## config.mk

```make
export PLATFORM = sky130hd
export DESIGN_NAME = riscv_instr_loader
export DESIGN_NICKNAME = d
export VERILOG_FILES = /design/src/rtl/riscv_instr_loader.sv
export SDC_FILE = /design/constraint.sdc
export NUM_CORES = 1
export LEC_CHECK = 0
export BUFFER_PORTS_ARGS = -buffer_cell sky130_fd_sc_hd__clkbuf_2
export CAP_MARGIN = 20
export CORE_MARGIN = 3
export CORE_UTILIZATION = 51
export DETAILED_ROUTE_END_ITERATION = 8
export GPL_TIMING_DRIVEN = 0
export PLACE_DENSITY = 0.82
export SYNTH_ARGS = -nofsm -noshare
export SYNTH_HDL_FRONTEND = slang
export SYNTH_SLANG_ARGS = --single-unit
```

## constraint.sdc

```tcl
create_clock -name clk -period 1.9 [get_ports clk]
set_clock_uncertainty 0.15 [all_clocks]
set_input_delay 0.285 -clock clk [delete_from_list [all_inputs] [get_ports clk]]
set_output_delay 0.285 -clock clk [all_outputs]
set_load 0.005 [all_outputs]
```

## src/rtl/riscv_instr_loader.sv

```systemverilog
// riscv_instr_loader
//
// Loads a program image into the leaf core's instruction memory. A 32-bit
// valid/ready word stream carries a frame of the form
//   header  : [31:24] = MAGIC, [23:0] = start byte address
//   length  : [23:0]  = byte count N ([31:24] ignored)
//   payload : ceil(N/4) words, each unpacked LSB-first into byte writes
// Each payload byte becomes a one-cycle write on the instruction-config port.
// The core is held in reset (core_hold) from the cycle after the header
// until the cycle after load_done.
//
// Ports
//   clk                 in   user clock
//   resetn              in   asynchronous active-low reset
//   din[31:0]           in   stream word
//   val_in              in   din valid
//   ready_upward        out  word accepted when val_in && ready_upward
//                            (combinational from state)
//   instr_config_addr   out  byte address of the current write
//   instr_config_din    out  byte being written
//   instr_config_wr_en  out  one-cycle write strobe per byte
//   core_hold           out  high while a load is in progress
//   load_done           out  one-cycle pulse when a load completes
//   hdr_err             out  one-cycle pulse when a header word is rejected
module riscv_instr_loader #(
    parameter int          ADDR_BITS = 24,
    parameter logic [7:0]  MAGIC     = 8'h5A
) (
    input  logic                 clk,
    input  logic                 resetn,
    input  logic [31:0]          din,
    input  logic                 val_in,
    output logic                 ready_upward,
    output logic [ADDR_BITS-1:0] instr_config_addr,
    output logic [7:0]           instr_config_din,
    output logic                 instr_config_wr_en,
    output logic                 core_hold,
    output logic                 load_done,
    output logic                 hdr_err
);

    typedef enum logic [2:0] {
        S_IDLE,
        S_LEN,
        S_DATA_WAIT,
        S_EMIT,
        S_DONE
    } state_t;

    state_t r_state;
    state_t w_next_state;

    // Datapath registers
    logic [ADDR_BITS-1:0] r_addr;
    logic [31:0]          r_word;
    logic [1:0]           r_idx;
    logic [23:0]          r_rem;

    // Registered outputs
    logic r_wr_en;
    logic r_core_hold;
    logic r_load_done;
    logic r_hdr_err;

    // Next-state values
    logic [ADDR_BITS-1:0] w_addr_nxt;
    logic [31:0]          w_word_nxt;
    logic [1:0]           w_idx_nxt;
    logic [23:0]          w_rem_nxt;
    logic                 w_hdr_err_nxt;
    logic                 w_ready;
    logic                 w_accept;

    // ------------------------------------------------------------------
    // State register
    // ------------------------------------------------------------------
    always_ff @(posedge clk or negedge resetn) begin
        if (!resetn) begin
            r_state <= S_IDLE;
        end else begin
            r_state <= w_next_state;
        end
    end

    // ------------------------------------------------------------------
    // Next-state and datapath-next logic
    // ------------------------------------------------------------------
    always_comb begin
        w_next_state  = r_state;
        w_addr_nxt    = r_addr;
        w_word_nxt    = r_word;
        w_idx_nxt     = r_idx;
        w_rem_nxt     = r_rem;
        w_hdr_err_nxt = 1'b0;

        w_ready  = (r_state == S_IDLE) || (r_state == S_LEN) ||
                   (r_state == S_DATA_WAIT);
        w_accept = w_ready && val_in;

        case (r_state)
            S_IDLE: begin
                if (w_accept) begin
                    if (din[31:24] == MAGIC) begin
                        w_addr_nxt   = ADDR_BITS'(din[23:0]);
                        w_next_state = S_LEN;
                    end else begin
                        w_hdr_err_nxt = 1'b1;
                    end
                end
            end

            S_LEN: begin
                if (w_accept) begin
                    w_rem_nxt = din[23:0];
                    if (din[23:0] == 24'd0) begin
                        w_next_state = S_DONE;
                    end else begin
                        w_next_state = S_DATA_WAIT;
                    end
                end
            end

            S_DATA_WAIT: begin
                if (w_accept) begin
                    w_word_nxt   = din;
                    w_idx_nxt    = 2'd0;
                    w_next_state = S_EMIT;
                end
            end

            S_EMIT: begin
                // The latched word shifts right one byte per write so the
                // current byte always sits in r_word[7:0]; that keeps
                // instr_config_din a plain register output with no byte mux.
                w_word_nxt = {8'h00, r_word[31:8]};
                w_addr_nxt = r_addr + ADDR_BITS'(1);
                w_rem_nxt  = r_rem - 24'd1;
                w_idx_nxt  = r_idx + 2'd1;
                if (r_rem == 24'd1) begin
                    w_next_state = S_DONE;
                end else if (r_idx == 2'd3) begin
                    w_next_state = S_DATA_WAIT;
                end
            end

            S_DONE: begin
                w_next_state = S_IDLE;
            end

            default: begin
                w_next_state = S_IDLE;
            end
        endcase
    end

    // ------------------------------------------------------------------
    // Datapath and output registers. Outputs are derived from the next
    // state so they line up with the cycle the FSM spends in that state.
    // ------------------------------------------------------------------
    always_ff @(posedge clk or negedge resetn) begin
        if (!resetn) begin
            r_addr      <= '0;
            r_word      <= '0;
            r_idx       <= '0;
            r_rem       <= '0;
            r_wr_en     <= 1'b0;
            r_core_hold <= 1'b0;
            r_load_done <= 1'b0;
            r_hdr_err   <= 1'b0;
        end else begin
            r_addr      <= w_addr_nxt;
            r_word      <= w_word_nxt;
            r_idx       <= w_idx_nxt;
            r_rem       <= w_rem_nxt;
            r_wr_en     <= (w_next_state == S_EMIT);
            r_core_hold <= (w_next_state != S_IDLE);
            r_load_done <= (w_next_state == S_DONE);
            r_hdr_err   <= w_hdr_err_nxt;
        end
    end

    assign ready_upward       = w_ready;
    assign instr_config_addr  = r_addr;
    assign instr_config_din   = r_word[7:0];
    assign instr_config_wr_en = r_wr_en;
    assign core_hold          = r_core_hold;
    assign load_done          = r_load_done;
    assign hdr_err            = r_hdr_err;

endmodule

```

==> impl_results.md <==
* Multi-input logic area at 2560 sq um
* Row cnt at 34
* Outcome: finished with violations
* Routed wl met3 at 2020 microns
* Post-Syn Nets at 556
* DRC violations left at 0
* RePlAce Congestion at slightly below 1
* Synth warn at 0
* VDD IR max at 950 uV
* Post-synthesis xor/xnor area fraction at 0.188%
* Area of the core at 8810 sq um
* Antenna cells at 0
* Min-delay worst type: in -> reg
* Worst Path Max Fanout at 4
* CTS tree: built
* Pre-antenna DRT Iters at 7
* Pre-CTS setup slack at -0.546 ns
* Post-Place Cells at 697
* Flops & latches, synth at 89
* DR top layer: met4
* Crit. End Element: flip-flop
* Die area at 10300 sq um
* Yosys cell types at 56
* Period utilization at 109%
* PnR worst setup slack at -0.163 ns
* EDFF count, synth at 0
* Main synth FF type: dfrtp_1
* Initial core utilization at 52.8%
* All-Layer GR Usage at 31.6%
* Largest net degree at the start of global routing at 61
* Final Non-Filler Cells at 763
* Input/output buffers at 71
* Total negative slack at -0.986 ns
* Cell Area, Synth at 4650 sq um
* Synthesis-to-finish area growth at 34.6%
* Gr ovfl total at 0
* Final Setup Violations at 16
* Asr flop ratio synth at 100%
* Dpl hpwl at 10600 microns
* Post-Synth Adder-Cell Area at 1.08%
* Worst-Margin Slew at 0.501 ns
* Mux contribution to synthesized area at 0.215%
* Met2 WL at around 7400 microns
* Starting DRC count in detailed routing at 714
* Met1 WL at between 6000 and 7000 microns
* Failing checks: negative setup slack
* Relative slew slack at 66.4%
* Pins Over Slew Limit at 0
* Avg WL per Cell at between 20 and 25 microns
* Final Total Pwr at 0.0100 W
* First-pass GRT wire length at approximately 25000 microns
* Post-Synth Simple-Gate Area at 24.1%
* Syn Area/Cell at around 9.0 sq um
* CTS Buf Count at 9
* WHS at 0.00838 ns
* Clk root buf: clkbuf_8
* Antenna violations before repair at 0
* Maxcap violations at 0
* Worst-path clk slew at 0.10 ns
* Fin. Hold Viols at 0
* Crit path launch type: flip-flop
* Post-synthesis compound-gate area fraction at between 20% and 30%
* Detailed Route WL at 16800 microns
* Fill cell count at 628
* Pwr dens at 1600 nW/um^2
* Vias in the first global route at 4735
* Peak Freq at about 0.48 GHz
* FF/Latch Area at around 2200 sq um
* H-Tree Level Count at 3
* Main combinational cell family by area after synthesis: simple AND/OR/NAND/NOR gates
* Gate count of the mapped netlist at 517
* Nets at 689
* Sequential fraction of the synthesis area at 47.9%
* P_leak at 2.79 nW
* Final Critical Period at roughly 2.1 ns
* RSZ-0062 raised after global routing: true
* Die Height at 102 microns
* Required @ worst endpoint at approximately 2.0 ns
* Routed Antenna Nets at 0
* CTS max path bufs at 2
* Chip width at 102 microns
* Clock sink total at 89
* Skew-Pair Late Insertion Delay at ~0.37 ns
* Arr. time, crit path at 2.17 ns
* Number of I/O pins at slightly above 70
* WS Path Type: reg -> reg
* DR vias at 5133
* Vias per cell at 6.73
* Layout cell share with drive strength beyond 1 at 37.3%
logic make-up (layout without fill, tap and decap cells):
family,count (synthesis),in the layout
xor gates and xnor gates,1,1
DFF,89,89
buffers and inverters,48,186
adders and majority gates,4,4
AOI/OAI and AO/OA,147,147
muxes,1,1
and+or+nand+nor,227,227
power breakdown:
part	internal [W]	leakage (nW)	switching [W]
Sequential	0.00265	1.07	0.000753
Combinational	0.00230	1.62	0.00288
Clock	0.000634	0.0999	0.000783
cell usage in the layout (no fill, tap or decap), types with 3 or more instances in the layout:
cell type   synthesis  final
nand4_1             5      5
buf_4               8     65
nor4_4              1      8
a22oi_2             0      6
nor4_1             14     10
nand2b_1            3      3
o22ai_1            10     10
buf_6               0      8
o211ai_1            7      7
a21oi_1            32     29
nor2_1             44     36
nand2_1            92     89
nand4b_1            3      3
nand3b_1            4      4
a21oi_2             0      3
clkbuf_8            0      9
nor2_2              0      4
a311oi_1            4      4
a211oi_1            6      5
clkbuf_2            0     75
a22o_1              9      9
nand3_1            22     20
inv_1              10      9
clkinvlp_4          0      3
o21ai_1             2      4
a221o_1             3      3
dfrtp_1            89     76
o21ai_0            16     12
nor2_4              0      4
dfrtp_2             0     13
clkbuf_4            0      6
nor3_1             14     11
and3_1              5      4
nor3_2              0      3
o311ai_1            1      5
a22oi_1            28     22
a31oi_1             4      4
a211o_1             3      3
per-layer routing:
layer	track usage, %	vias up
met5	0	-
met4	20.3	0
met3	7.51	110
met2	44.8	399
met1	43.3	2432
li1	-	2192
cell usage after synthesis, types with 3 or more instances:
master | n | share of area (%)
nand4_1 | 5 | 0.67
nor4bb_1 | 3 | 0.65
buf_2 | 6 | 0.65
o211ai_1 | 7 | 1.1
a22oi_1 | 28 | 4.5
inv_1 | 10 | 0.81
a211o_1 | 3 | 0.56
nor4_2 | 3 | 0.81
nand3b_1 | 4 | 0.65
dfrtp_1 | 89 | 48
buf_1 | 3 | 0.24
a31oi_1 | 4 | 0.54
nand4b_1 | 3 | 0.56
o311ai_0 | 7 | 1.3
nand2_1 | 92 | 7.4
nor2_1 | 44 | 3.6
nor3_1 | 14 | 1.5
ha_1 | 4 | 1.1
o22ai_1 | 10 | 1.3
a211oi_1 | 6 | 0.97
o32ai_1 | 3 | 0.56
nand2b_1 | 3 | 0.40
o21ai_0 | 16 | 1.7
a311oi_1 | 4 | 0.75
a22o_1 | 9 | 1.7
a21oi_1 | 32 | 3.4
clkbuf_1 | 21 | 1.7
a221o_1 | 3 | 0.65
nand3_1 | 22 | 2.4
and3_1 | 5 | 0.67
buf_4 | 8 | 1.3
and4_1 | 3 | 0.56
nor4_1 | 14 | 1.9
worst max-delay path, stage by stage, from the launching register on:
cell,delay [ns]
dfrtp_2,0.41
buf_6,0.11
nand4_1,0.11
buf_4,0.17
nor4_4,0.30
buf_4,0.20
a31oi_1,0.11
o21ai_0,0.31
nand2_1,0.08
sequential cells by signal, indices dropped and copies added, names as in the netlist:
signal              count
r_rem                  24
instr_config_addr      24
instr_config_wr_en      1
hdr_err                 1
r_word                 32
r_idx                   2
r_state                 3
load_done               1
core_hold               1
what timing repair did:
action                     CTS  global route
hold buffers                 1             0
setup endpoints to repair   86            81
gates resized for setup     77            81
buffers inserted            35            18
hold endpoints to repair    29             0
cloned                       0             1
pin swaps                   15            24
area by class of cell:
type / instances / area share (%)
plain buffers: 33 / 4.21
clock buffers: 9 / 1.98
clock inverters: 7 / 1.36
inverters: 10 / 0.659
multi-input cells: 380 / 40.9
flip-flops and latches: 89 / 35.8
well taps: 108 / 2.16
repair buffers: 127 / 13.0
final timing paths:
check	depth (start not counted)	startpoint	to	slack [ns]
setup / recovery	8	instr_config_addr[1]	instr_config_addr[17]	-0.16
hold / removal	2	din[28]	r_word[28]	0.008
setup reg to reg	8	instr_config_addr[1]	instr_config_addr[17]	-0.16
hold reg to reg	2	r_word[6]	r_word[6]	0.34
max in group asynchronous	3	resetn	r_rem[5]	0.67
min in group asynchronous	2	resetn	r_state[2]	0.26
through the flow:
stage,util (%),area [sq um]
2_1_floorplan,-,4700
3_3_place_gp,59.0,5190
3_5_place_dp,59.3,5220
4_1_cts,67.1,5910
5_1_grt,71.1,6260
6_report,71.1,6260
No activity file was read; power rests on OpenSTA's default activity.
